[config.mk]
export PLATFORM = sky130hd
export DESIGN_NAME = seg_capture
export DESIGN_NICKNAME = d
export VERILOG_FILES = /design/src/rtl/seg_pkg.sv /design/src/rtl/seg_to_hex.sv /design/src/rtl/seg_capture.sv
export SDC_FILE = /design/constraint.sdc
export NUM_CORES = 1
export LEC_CHECK = 0
export CORE_UTILIZATION = 25
export CTS_CLUSTER_DIAMETER = 100
export DETAILED_ROUTE_END_ITERATION = 8
export GPL_TIMING_DRIVEN = 0
export PLACE_DENSITY = 0.42
export SYNTH_ARGS = -nofsm -noshare
export SYNTH_HDL_FRONTEND = slang
export SYNTH_SLANG_ARGS = --single-unit
[constraint.sdc]
create_clock -name clk -period 2.4 [get_ports clk]
set_input_delay 0.24 -clock clk [delete_from_list [all_inputs] [get_ports clk]]
set_output_delay 0.24 -clock clk [all_outputs]
set_load 0.01 [all_outputs]
[src/rtl/seg_pkg.sv]
// seg_pkg: shared constants and helpers for the 7-segment bus snooper.
//  - SEG_0..SEG_F: glyphs produced by the hex->7-seg driver (bit6=a .. bit0=g).
//    The driver's B and D glyphs alias 2 and 0.
//  - SEG_LB / SEG_LD: lowercase b / d glyphs, legal only with SEG_LOWER_BD_EN.
//  - ST_IDLE / ST_SETTLE / ST_HOLD: capture FSM encoding.
//  - is_onehot8 / onehot_idx8: strobe helpers on a zero-extended 8-bit strobe.
package seg_pkg;

  localparam logic [6:0] SEG_0  = 7'h7E;
  localparam logic [6:0] SEG_1  = 7'h30;
  localparam logic [6:0] SEG_2  = 7'h6D;
  localparam logic [6:0] SEG_3  = 7'h79;
  localparam logic [6:0] SEG_4  = 7'h33;
  localparam logic [6:0] SEG_5  = 7'h5B;
  localparam logic [6:0] SEG_6  = 7'h5F;
  localparam logic [6:0] SEG_7  = 7'h70;
  localparam logic [6:0] SEG_8  = 7'h7F;
  localparam logic [6:0] SEG_9  = 7'h7B;
  localparam logic [6:0] SEG_A  = 7'h77;
  localparam logic [6:0] SEG_B  = SEG_2;
  localparam logic [6:0] SEG_C  = 7'h4E;
  localparam logic [6:0] SEG_D  = SEG_0;
  localparam logic [6:0] SEG_E  = 7'h4F;
  localparam logic [6:0] SEG_F  = 7'h47;
  localparam logic [6:0] SEG_LB = 7'h1F;
  localparam logic [6:0] SEG_LD = 7'h3D;

  localparam logic [1:0] ST_IDLE   = 2'd0;
  localparam logic [1:0] ST_SETTLE = 2'd1;
  localparam logic [1:0] ST_HOLD   = 2'd2;

  // Exactly one bit set.
  function automatic logic is_onehot8(input logic [7:0] v);
    return (v != 8'h00) && ((v & (v - 8'h01)) == 8'h00);
  endfunction

  // Index of the set bit; only meaningful when v is one-hot.
  function automatic logic [2:0] onehot_idx8(input logic [7:0] v);
    logic [2:0] idx;
    idx = 3'd0;
    for (int i = 0; i < 8; i++) begin
      if (v[i]) idx = 3'(i);
    end
    return idx;
  endfunction

endpackage

[src/rtl/seg_to_hex.sv]
// seg_to_hex: combinational 7-segment pattern decoder.
//  seg   in  7  segment pattern, bit6=a .. bit0=g, 1=lit
//  legal out 1  pattern is one of the recognised glyphs
//  nib   out 4  decoded value (0 when illegal)
// Configuration macro SEG_LOWER_BD_EN: also accept lowercase b (7'h1F) and d (7'h3D).
module seg_to_hex
  import seg_pkg::*;
(
  input  logic [6:0] seg,
  output logic       legal,
  output logic [3:0] nib
);

  always_comb begin
    legal = 1'b1;
    nib   = 4'h0;
    // B and D alias 2 and 0, so they need no case items of their own.
    case (seg)
      SEG_0:   nib = 4'h0;
      SEG_1:   nib = 4'h1;
      SEG_2:   nib = 4'h2;
      SEG_3:   nib = 4'h3;
      SEG_4:   nib = 4'h4;
      SEG_5:   nib = 4'h5;
      SEG_6:   nib = 4'h6;
      SEG_7:   nib = 4'h7;
      SEG_8:   nib = 4'h8;
      SEG_9:   nib = 4'h9;
      SEG_A:   nib = 4'hA;
      SEG_C:   nib = 4'hC;
      SEG_E:   nib = 4'hE;
      SEG_F:   nib = 4'hF;
`ifdef SEG_LOWER_BD_EN
      SEG_LB:  nib = 4'hB;
      SEG_LD:  nib = 4'hD;
`else
      // Lowercase b/d fall through to the illegal default.
`endif
      default: legal = 1'b0;
    endcase
  end

endmodule

[src/rtl/seg_capture.sv]
// seg_capture: snoops a multiplexed 7-segment display bus and recovers the
// nibble shown on each digit once the pattern has been stable.
//  clk       in   1       clock, rising edge
//  rst_n     in   1       synchronous reset, active low
//  seg_i     in   7       segment lines, bit6=a .. bit0=g
//  dig_i     in   NDIG    one-hot digit strobes, all-zero = blanking
//  clr_i     in   1       clears vld_o, err_o, seen mask, cap_o, frame_o
//  val_o     out  4*NDIG  recovered nibbles, digit k at [4k+3:4k]
//  vld_o     out  NDIG    sticky per-digit captured flags
//  cap_o     out  1       one-cycle capture pulse
//  cap_idx_o out  3       digit index of the last capture
//  err_o     out  1       sticky illegal-pattern / multi-hot flag
//  frame_o   out  1       one-cycle pulse once every digit has been captured
// Configuration macro SEG_LOWER_BD_EN (handled inside seg_to_hex).
module seg_capture
  import seg_pkg::*;
#(
  parameter int NDIG       = 4,
  parameter int STABLE_CYC = 3
) (
  input  logic              clk,
  input  logic              rst_n,
  input  logic [6:0]        seg_i,
  input  logic [NDIG-1:0]   dig_i,
  input  logic              clr_i,
  output logic [4*NDIG-1:0] val_o,
  output logic [NDIG-1:0]   vld_o,
  output logic              cap_o,
  output logic [2:0]        cap_idx_o,
  output logic              err_o,
  output logic              frame_o
);

  localparam int CW = $clog2(STABLE_CYC + 1);
  localparam logic [CW-1:0] CNT_MAX = CW'(STABLE_CYC);
  localparam logic [CW-1:0] CNT_ONE = CW'(1);

  // Sample stage and the previous sample for the stability compare.
  logic [NDIG-1:0]   dig_q, dig_p;
  logic [6:0]        seg_q, seg_p;

  logic [1:0]        state_q, state_d;
  logic [CW-1:0]     cnt_q, cnt_d;
  logic [4*NDIG-1:0] val_q, val_d;
  logic [NDIG-1:0]   vld_q, vld_d;
  logic [NDIG-1:0]   seen_q, seen_d;
  logic              cap_q, cap_d;
  logic [2:0]        idx_q, idx_d;
  logic              err_q, err_d;
  logic              frame_q, frame_d;

  logic [7:0]        dig8;
  logic              same, oh, zero, multi, decode;
  logic              legal;
  logic [3:0]        nib;

  seg_to_hex u_dec (
    .seg   (seg_q),
    .legal (legal),
    .nib   (nib)
  );

  always_comb begin
    dig8             = 8'h00;
    dig8[NDIG-1:0]   = dig_q;
  end

  assign same  = (dig_q == dig_p) && (seg_q == seg_p);
  assign oh    = is_onehot8(dig8);
  assign zero  = (dig_q == '0);
  assign multi = !oh && !zero;

  always_comb begin
    state_d = state_q;
    cnt_d   = cnt_q;
    val_d   = val_q;
    vld_d   = vld_q;
    seen_d  = seen_q;
    cap_d   = 1'b0;
    idx_d   = idx_q;
    err_d   = err_q;
    frame_d = 1'b0;
    decode  = 1'b0;

    // Full frame seen by the previous capture: pulse and restart the mask.
    if (seen_q == {NDIG{1'b1}}) begin
      frame_d = 1'b1;
      seen_d  = '0;
    end

    case (state_q)
      ST_IDLE: begin
        if (oh) begin
          state_d = ST_SETTLE;
          cnt_d   = CNT_ONE;
        end
      end
      ST_SETTLE: begin
        if (!same) begin
          cnt_d = CNT_ONE;
          if (!oh) state_d = ST_IDLE;
        end else if (cnt_q == CNT_MAX) begin
          decode  = 1'b1;
          state_d = ST_HOLD;
        end else if (cnt_q < CNT_MAX) begin
          cnt_d = cnt_q + CNT_ONE;
        end
      end
      ST_HOLD: begin
        if (!oh) begin
          state_d = ST_IDLE;
        end else if (!same) begin
          state_d = ST_SETTLE;
          cnt_d   = CNT_ONE;
        end
      end
      default: state_d = ST_IDLE;
    endcase

    if (multi) begin
      err_d   = 1'b1;
      state_d = ST_IDLE;
    end

    // A clear in the decode cycle discards the event; the FSM still moves on.
    if (decode && !clr_i) begin
      if (legal) begin
        for (int k = 0; k < NDIG; k++) begin
          if (dig_q[k]) begin
            val_d[4*k +: 4] = nib;
            vld_d[k]        = 1'b1;
            seen_d[k]       = 1'b1;
          end
        end
        cap_d = 1'b1;
        idx_d = onehot_idx8(dig8);
      end else begin
        err_d = 1'b1;
      end
    end

    if (clr_i) begin
      vld_d   = '0;
      err_d   = 1'b0;
      seen_d  = '0;
      cap_d   = 1'b0;
      frame_d = 1'b0;
    end
  end

  always_ff @(posedge clk) begin
    if (!rst_n) begin
      dig_q   <= '0;
      seg_q   <= '0;
      dig_p   <= '0;
      seg_p   <= '0;
      state_q <= ST_IDLE;
      cnt_q   <= '0;
      val_q   <= '0;
      vld_q   <= '0;
      seen_q  <= '0;
      cap_q   <= 1'b0;
      idx_q   <= 3'd0;
      err_q   <= 1'b0;
      frame_q <= 1'b0;
    end else begin
      dig_q   <= dig_i;
      seg_q   <= seg_i;
      dig_p   <= dig_q;
      seg_p   <= seg_q;
      state_q <= state_d;
      cnt_q   <= cnt_d;
      val_q   <= val_d;
      vld_q   <= vld_d;
      seen_q  <= seen_d;
      cap_q   <= cap_d;
      idx_q   <= idx_d;
      err_q   <= err_d;
      frame_q <= frame_d;
    end
  end

  assign val_o     = val_q;
  assign vld_o     = vld_q;
  assign cap_o     = cap_q;
  assign cap_idx_o = idx_q;
  assign err_o     = err_q;
  assign frame_o   = frame_q;

endmodule

==> summary.md <==
| Metric | Value |
|---|---|
| EDFF count, synth | 0 |
| Clock latency at the later pin of the worst-skew pair | 310 ps |
| Static Leak | roughly 1.2 nW |
| Pin count of the biggest net entering global routing | 19 |
| Asr flop ratio synth | 0 |
| First DRT Iteration DRCs | 61 |
| Hold/Removal Path Class | reg2reg |
| First-pass GRT wire length | between 10 and 15 mm |
| Worst path required time | around 2600 ps |
| Routability Congestion | about 0.77 |
| Post-route cell area | 0.00319 sq mm |
| Worst reg2reg path endpoint | val_o[2] |
| Post-synthesis sequential area ratio | 0.432 |
| Minimum clock period | about 2200 ps |
| Nets | ~330 |
| Rel. slew slack | 0.530 |
| H-tree Lvls | 2 |
| Area of the core | between 0.009 and 0.01 sq mm |
| Worst vdd ir | 207 uV |
| Dpl ws | 74.7 ps |
| Placed cells | 436 |
| Routed wire length per instance | 14.0 um |
| Total GRT Usage | 0.126 |
| Post-DP Area | 0.00309 sq mm |
| Final worst slack | around 190 ps |
| Die X | roughly 100 um |
| TritonCTS Sinks | between 50 and 60 |
| Final Non-Filler Cells | between 400 and 500 |
| RSZ-0062 raised after global routing | false |
| Synth Register Bits | 55 |
| Cts hold-fix bufs | 0 |
| Vias | 2,059 |
| Syn Nets | ~280 |
| Layout cells sized above 1 | 0.116 |
| Hpwl dp | between 4 and 5 mm |
| Setup_tns | 0 ps |
| # port buffers | 37 |
| Die area | 0.0106 sq mm |
| Post-synth top area cell | dfxtp_1 |
| Fill cells | roughly 1,100 |
| Critical Path Source Type | flip-flop |
| Boundary Pins | 40 |
| Worst-path fanout max | 10 |
| Setup crit end | val_o[2] |
| Syn Area/Cell | between 9 and 10 sq um |
| Gr ovfl total | 0 |
| Fin. max-slew vios | 0 |
| Number of vias per cell | about 4.6 |
| Cts repair resizes | 0 |
| Ys flop type | dfxtp_1 |
| R2R depth | 5 |
| Fmax | around 450 MHz |
| FF-to-FF Start | seg_q[5] |
| Inserted Clock Buffers | 5 |
| Max clock buf depth | 2 |
| N_diodes | 0 |
| Post-CTS Repair Setup Buffers | 0 |
| Util after Layout | 0.325 |
| Synth unique cells | just under 60 |
| CP Launch Point | seg_q[5] |
| Least-Margin Pin Slew | about 700 ps |
| CP endpoint kind | flip-flop |
| DRC errors left | 0 |
| Drt first pass iters | 4 |
| CTS tree | yes |
| Post-synth top area share | 0.432 |
| Clock root buffer master | clkbuf_8 |
| Area growth syn-to-layout | 24.9% |
| Max cap viols | 0 |
| Clock slew at reported path FFs | ~110 ps |
| Final setup fails | 0 |
| Crit path DAT | 2400 ps |
| Critical path class | reg2reg |
| Final Cycle Share | 0.922 |
| PwrDens | between 500 and 600 mW/mm^2 |
| Worst Skew | a little under 9 ps |
| Top post-synthesis cells by area | dfxtp_1 (43%), mux2i_1 (6.3%), and2_1 (4.7%), nand2_1 (4.3%), xor2_1 (4.1%) |
| Floorplan die height | between 100 and 150 um |
| Row count | 36 |
| Starting Density | 0.260 |
| Run status | complete, no violations |
| Post-Route WL | around 6.2 mm |
| Number of global-route vias before repair | between 1,500 and 2,000 |
| Hold Path Stages | 2 |
| Initial antenna violation count | 0 |
| Post-synthesis cell area | ~0.0026 sq mm |
| Syn Inst Count | about 270 |
| Post-route ant nets | 0 |
| Internal reg-to-reg setup slack | about 190 ps |
| Final Hold Violating Endpoints | 0 |
| Total of warnings raised by yosys | 0 |
-- worst min path at each step --
stage	startpoint	to
after CTS	vld_o[2]	vld_o[2]
after detailed placement	vld_o[2]	vld_o[2]
after global routing	vld_o[3]	vld_o[3]
after global placement	vld_o[2]	vld_o[2]
after floorplan	dig_i[0]	dig_q[0]
final	vld_o[2]	vld_o[2]
-- cells by family (layout without fill, tap and decap cells) --
family | Yosys count | after routing | synth area share
DFF | 55 | 55 | 0.432
other | 1 | 1 | 0.00147
muxes | 16 | 16 | 0.0628
AOI/OAI and AO/OA | 55 | 55 | 0.183
xor gates and xnor gates | 12 | 12 | 0.0412
adders and majority gates | 1 | 1 | 0.00490
buffers and inverters | 31 | 76 | 0.0549
and+or+nand+nor | 95 | 95 | 0.220
-- per-layer routing --
layer / part of all wire / up-vias / GRT usage
met4: 0.0084 / 0 / 0.0336
met3: 0.029 / 5 / 0.0231
met1: 0.52 / 988 / 0.182
met2: 0.44 / 44 / 0.191
met5: 0 / - / 0
li1: - / 1022 / -
-- synthesized netlist by cell type (all sizes together), types with 2 or more instances --
library cell,number
dfxtp,55
nand4,6
o211ai,2
a41oi,2
nor3,4
o31ai,2
mux2i,16
xor2,12
o311ai,4
o21ai,11
nand2b,2
o211a,2
o2111ai,2
buf,12
nor4,4
nand3,4
nor2,11
a21oi,15
or3,2
and2b,2
nand2,29
and2,19
a311oi,2
nand3b,2
a211oi,3
inv,12
clkbuf,7
-- flip-flops by register name, indices dropped and copies added (netlist names) --
name,flops
seg_p,7
val_o,16
seg_q,7
cnt_q,2
dig_q,4
seen_q,4
cap_idx_o,2
err_o,1
dig_p,4
vld_o,4
cap_o,1
frame_o,1
state_q,2
-- critical path: stages, from the launching register on --
cell	delay (ps)
dfxtp_1	460
buf_2	270
a2bb2oi_1	350
o21ai_2	250
o31ai_1	600
mux2i_1	150
-- final cells by class --
cell class / count / area, sq um / area share
clock inverters: 3 / 23.8 / 0.00746
clock buffers: 5 / 68.8 / 0.0216
repair buffers: 37 / 370 / 0.116
inverters: 12 / 45.0 / 0.0141
plain buffers: 19 / 96.3 / 0.0302
multi-input cells: 180 / 1320 / 0.413
flip-flops and latches: 55 / 1100 / 0.346
well taps: 133 / 166 / 0.0522
-- layout by cell type, fill, tap and decap left out, types with 4 or more instances in the layout --
master / instances
a21oi_1: 15
buf_2: 7
xor2_1: 12
and2_1: 19
inv_1: 12
nand3_1: 4
dfxtp_1: 55
clkdlybuf4s50_1: 37
nand4_1: 6
clkbuf_8: 5
mux2i_1: 16
buf_4: 4
nor2_1: 11
clkbuf_1: 6
nand2_1: 29
o21ai_0: 8
-- metrics by stage --
stage	power [mW]	hold slack, ps
CTS	1.70	459
global placement	1.15	440
floorplan	1.09	367
global route	1.76	475
finish	1.67	454
detailed placement	1.15	440
-- power by group --
| group | internal, mW | leakage [nW] | total, mW | switching (mW) |
|---|---|---|---|---|
| combinational | 0.0756 | 0.710 | 0.182 | 0.106 |
| clock | 0.210 | 0.0408 | 0.541 | 0.331 |
| sequential | 0.934 | 0.448 | 0.951 | 0.0166 |
No activity file was read; power rests on OpenSTA's default activity.
==> RTL edit: new RTL, same flow settings <==
Put one more register stage on the output `val_o`, without a reset. The value now appears one clock later. The other outputs are not delayed to match.
--- a/src/rtl/seg_capture.sv
+++ b/src/rtl/seg_capture.sv
@@ -181,5 +181,7 @@
   end
 
-  assign val_o     = val_q;
+  always_ff @(posedge clk) begin
+    val_o <= val_q;
+  end
   assign vld_o     = vld_q;
   assign cap_o     = cap_q;
Formal check against the unedited RTL: not equivalent (Yosys sat finds a counterexample within 10 cycles, from zero or initial values and one cycle with rst_n low).
==> RTL edit against the original RTL <==
Synthesized cell count grew 5.3%; worst hold slack worse by 0.10 ns; power increased by 61%; global-route usage is 0.61 points lower; sequential cell count grew 16; critical path type unchanged; non-clock buffer count grew 3; highest routed layer unchanged; sequential power is 28% higher; wire length is 5.1% higher; utilization up 1.5 points; setup slack gained 0.030 ns; synthesized area is 13% higher; cell area rose by 18%.
==> RTL edit: results (changes against the original RTL) <==
status: "finished clean"  # unchanged
grt_pass1_vias: 1973  # was 1,918
io_buffers: 38  # was 37
grt_usage: 0.1198  # was 0.1258
drtIter0Drc: 47  # was 61
root_buffer: "clkbuf_16"  # was clkbuf_8
ir_drop_mv: 0.3630  # was 0.2067 mV
swShare: 0.2550  # was 0.2712
drt_wl_total_um: 6529  # was 6210 um
critPathSlowestCell: "dfxtp_1"  # was o31ai_1
combPwrFrac: 0.069  # was 0.109
total_power_mw: 2.695  # was 1.673 mW
routed-wl-met3_um: 290  # was 182 um
nNonClkBuffers: 59  # was 56
seq_area_frac_synth: 0.4928  # was 0.4316
max_stage_delay_ns: 0.45  # was 0.60 ns
wirelength_met1_um: 3068  # was 3236 um
multiInputGateArea_um2: 1304  # was 1315 um^2
clockNetworkAreaShare: 0.07679  # was 0.02905
holdPathStages: 0  # was 2
critPathCapture: "val_q[10]$_SDFFE_PN0P_"  # was val_o[2]$_SDFFE_PN0P_
hold_start: "val_q[6]$_SDFFE_PN0P_"  # was vld_o[2]$_SDFFE_PP0P_
fill_cells: 1157  # was 1,096
reg2regPathDepth: 6  # was 5
grt_first_pass_wirelength_um: 10450  # was 10,120 um
tightest_slew_ns: 0.6598  # was 0.6997 ns
hold_end: "val_o[6]$_DFF_P_"  # was vld_o[2]$_SDFFE_PP0P_
muxShareOfSynthArea: 0.06247  # was 0.06278
grt_util_met2: 0.1860  # was 0.1913
buf_share: 0.1402  # was 0.1464
p_clk_mw: 1.29  # was 0.541 mW
dr_wl_met2_um: 3060  # was 2739 um
synth-compound-area-share: 0.1262  # was 0.1834
first_pass_iters: 5  # was 4
clock_sinks: 71  # was 55
insertion_delay_ns: 0.34  # was 0.31 ns
synth_common_cells: "71 x dfxtp_1, 30 x nand2_1, 21 x and2_1"  # was 55 x dfxtp_1, 29 x nand2_1, 19 x and2_1
inverters: 9  # was 12
met1_usage: 0.1511  # was 0.1817
n_clock_buffer: 9  # was 5
ff2ff_setup_slack_ns: 0.22  # was 0.19 ns
vias_per_cell: 4.411  # was 4.637
-- RTL edit: cell types whose count changed after synthesis, moves of 3 or more --
| cell | delta |
|---|---|
| o311ai_4 | -3 |
| dfxtp_1 | +16 |
| nand2b_1 | +3 |
| xor2_1 | -11 |
| inv_1 | -3 |
| o211ai_4 | +3 |
| o21ai_0 | -3 |
| xnor2_1 | +10 |
| nand4_1 | -3 |
| buf_6 | +5 |
| buf_2 | -4 |
-- RTL edit: stage by stage --
stage                     hold WS, ns    util  setup WS (ns)  std cells  instance area [um^2]
after floorplan                0.3306       -         0.5334        280                  2884
after global placement         0.3386  0.3118         0.1156        458                  3440
after detailed placement       0.3371  0.3118         0.1240        458                  3440
after CTS                      0.3511  0.3379         0.1011        474                  3727
after global routing           0.3589  0.3397        0.04586        475                  3747
final                          0.3496  0.3397         0.2175        475                  3747
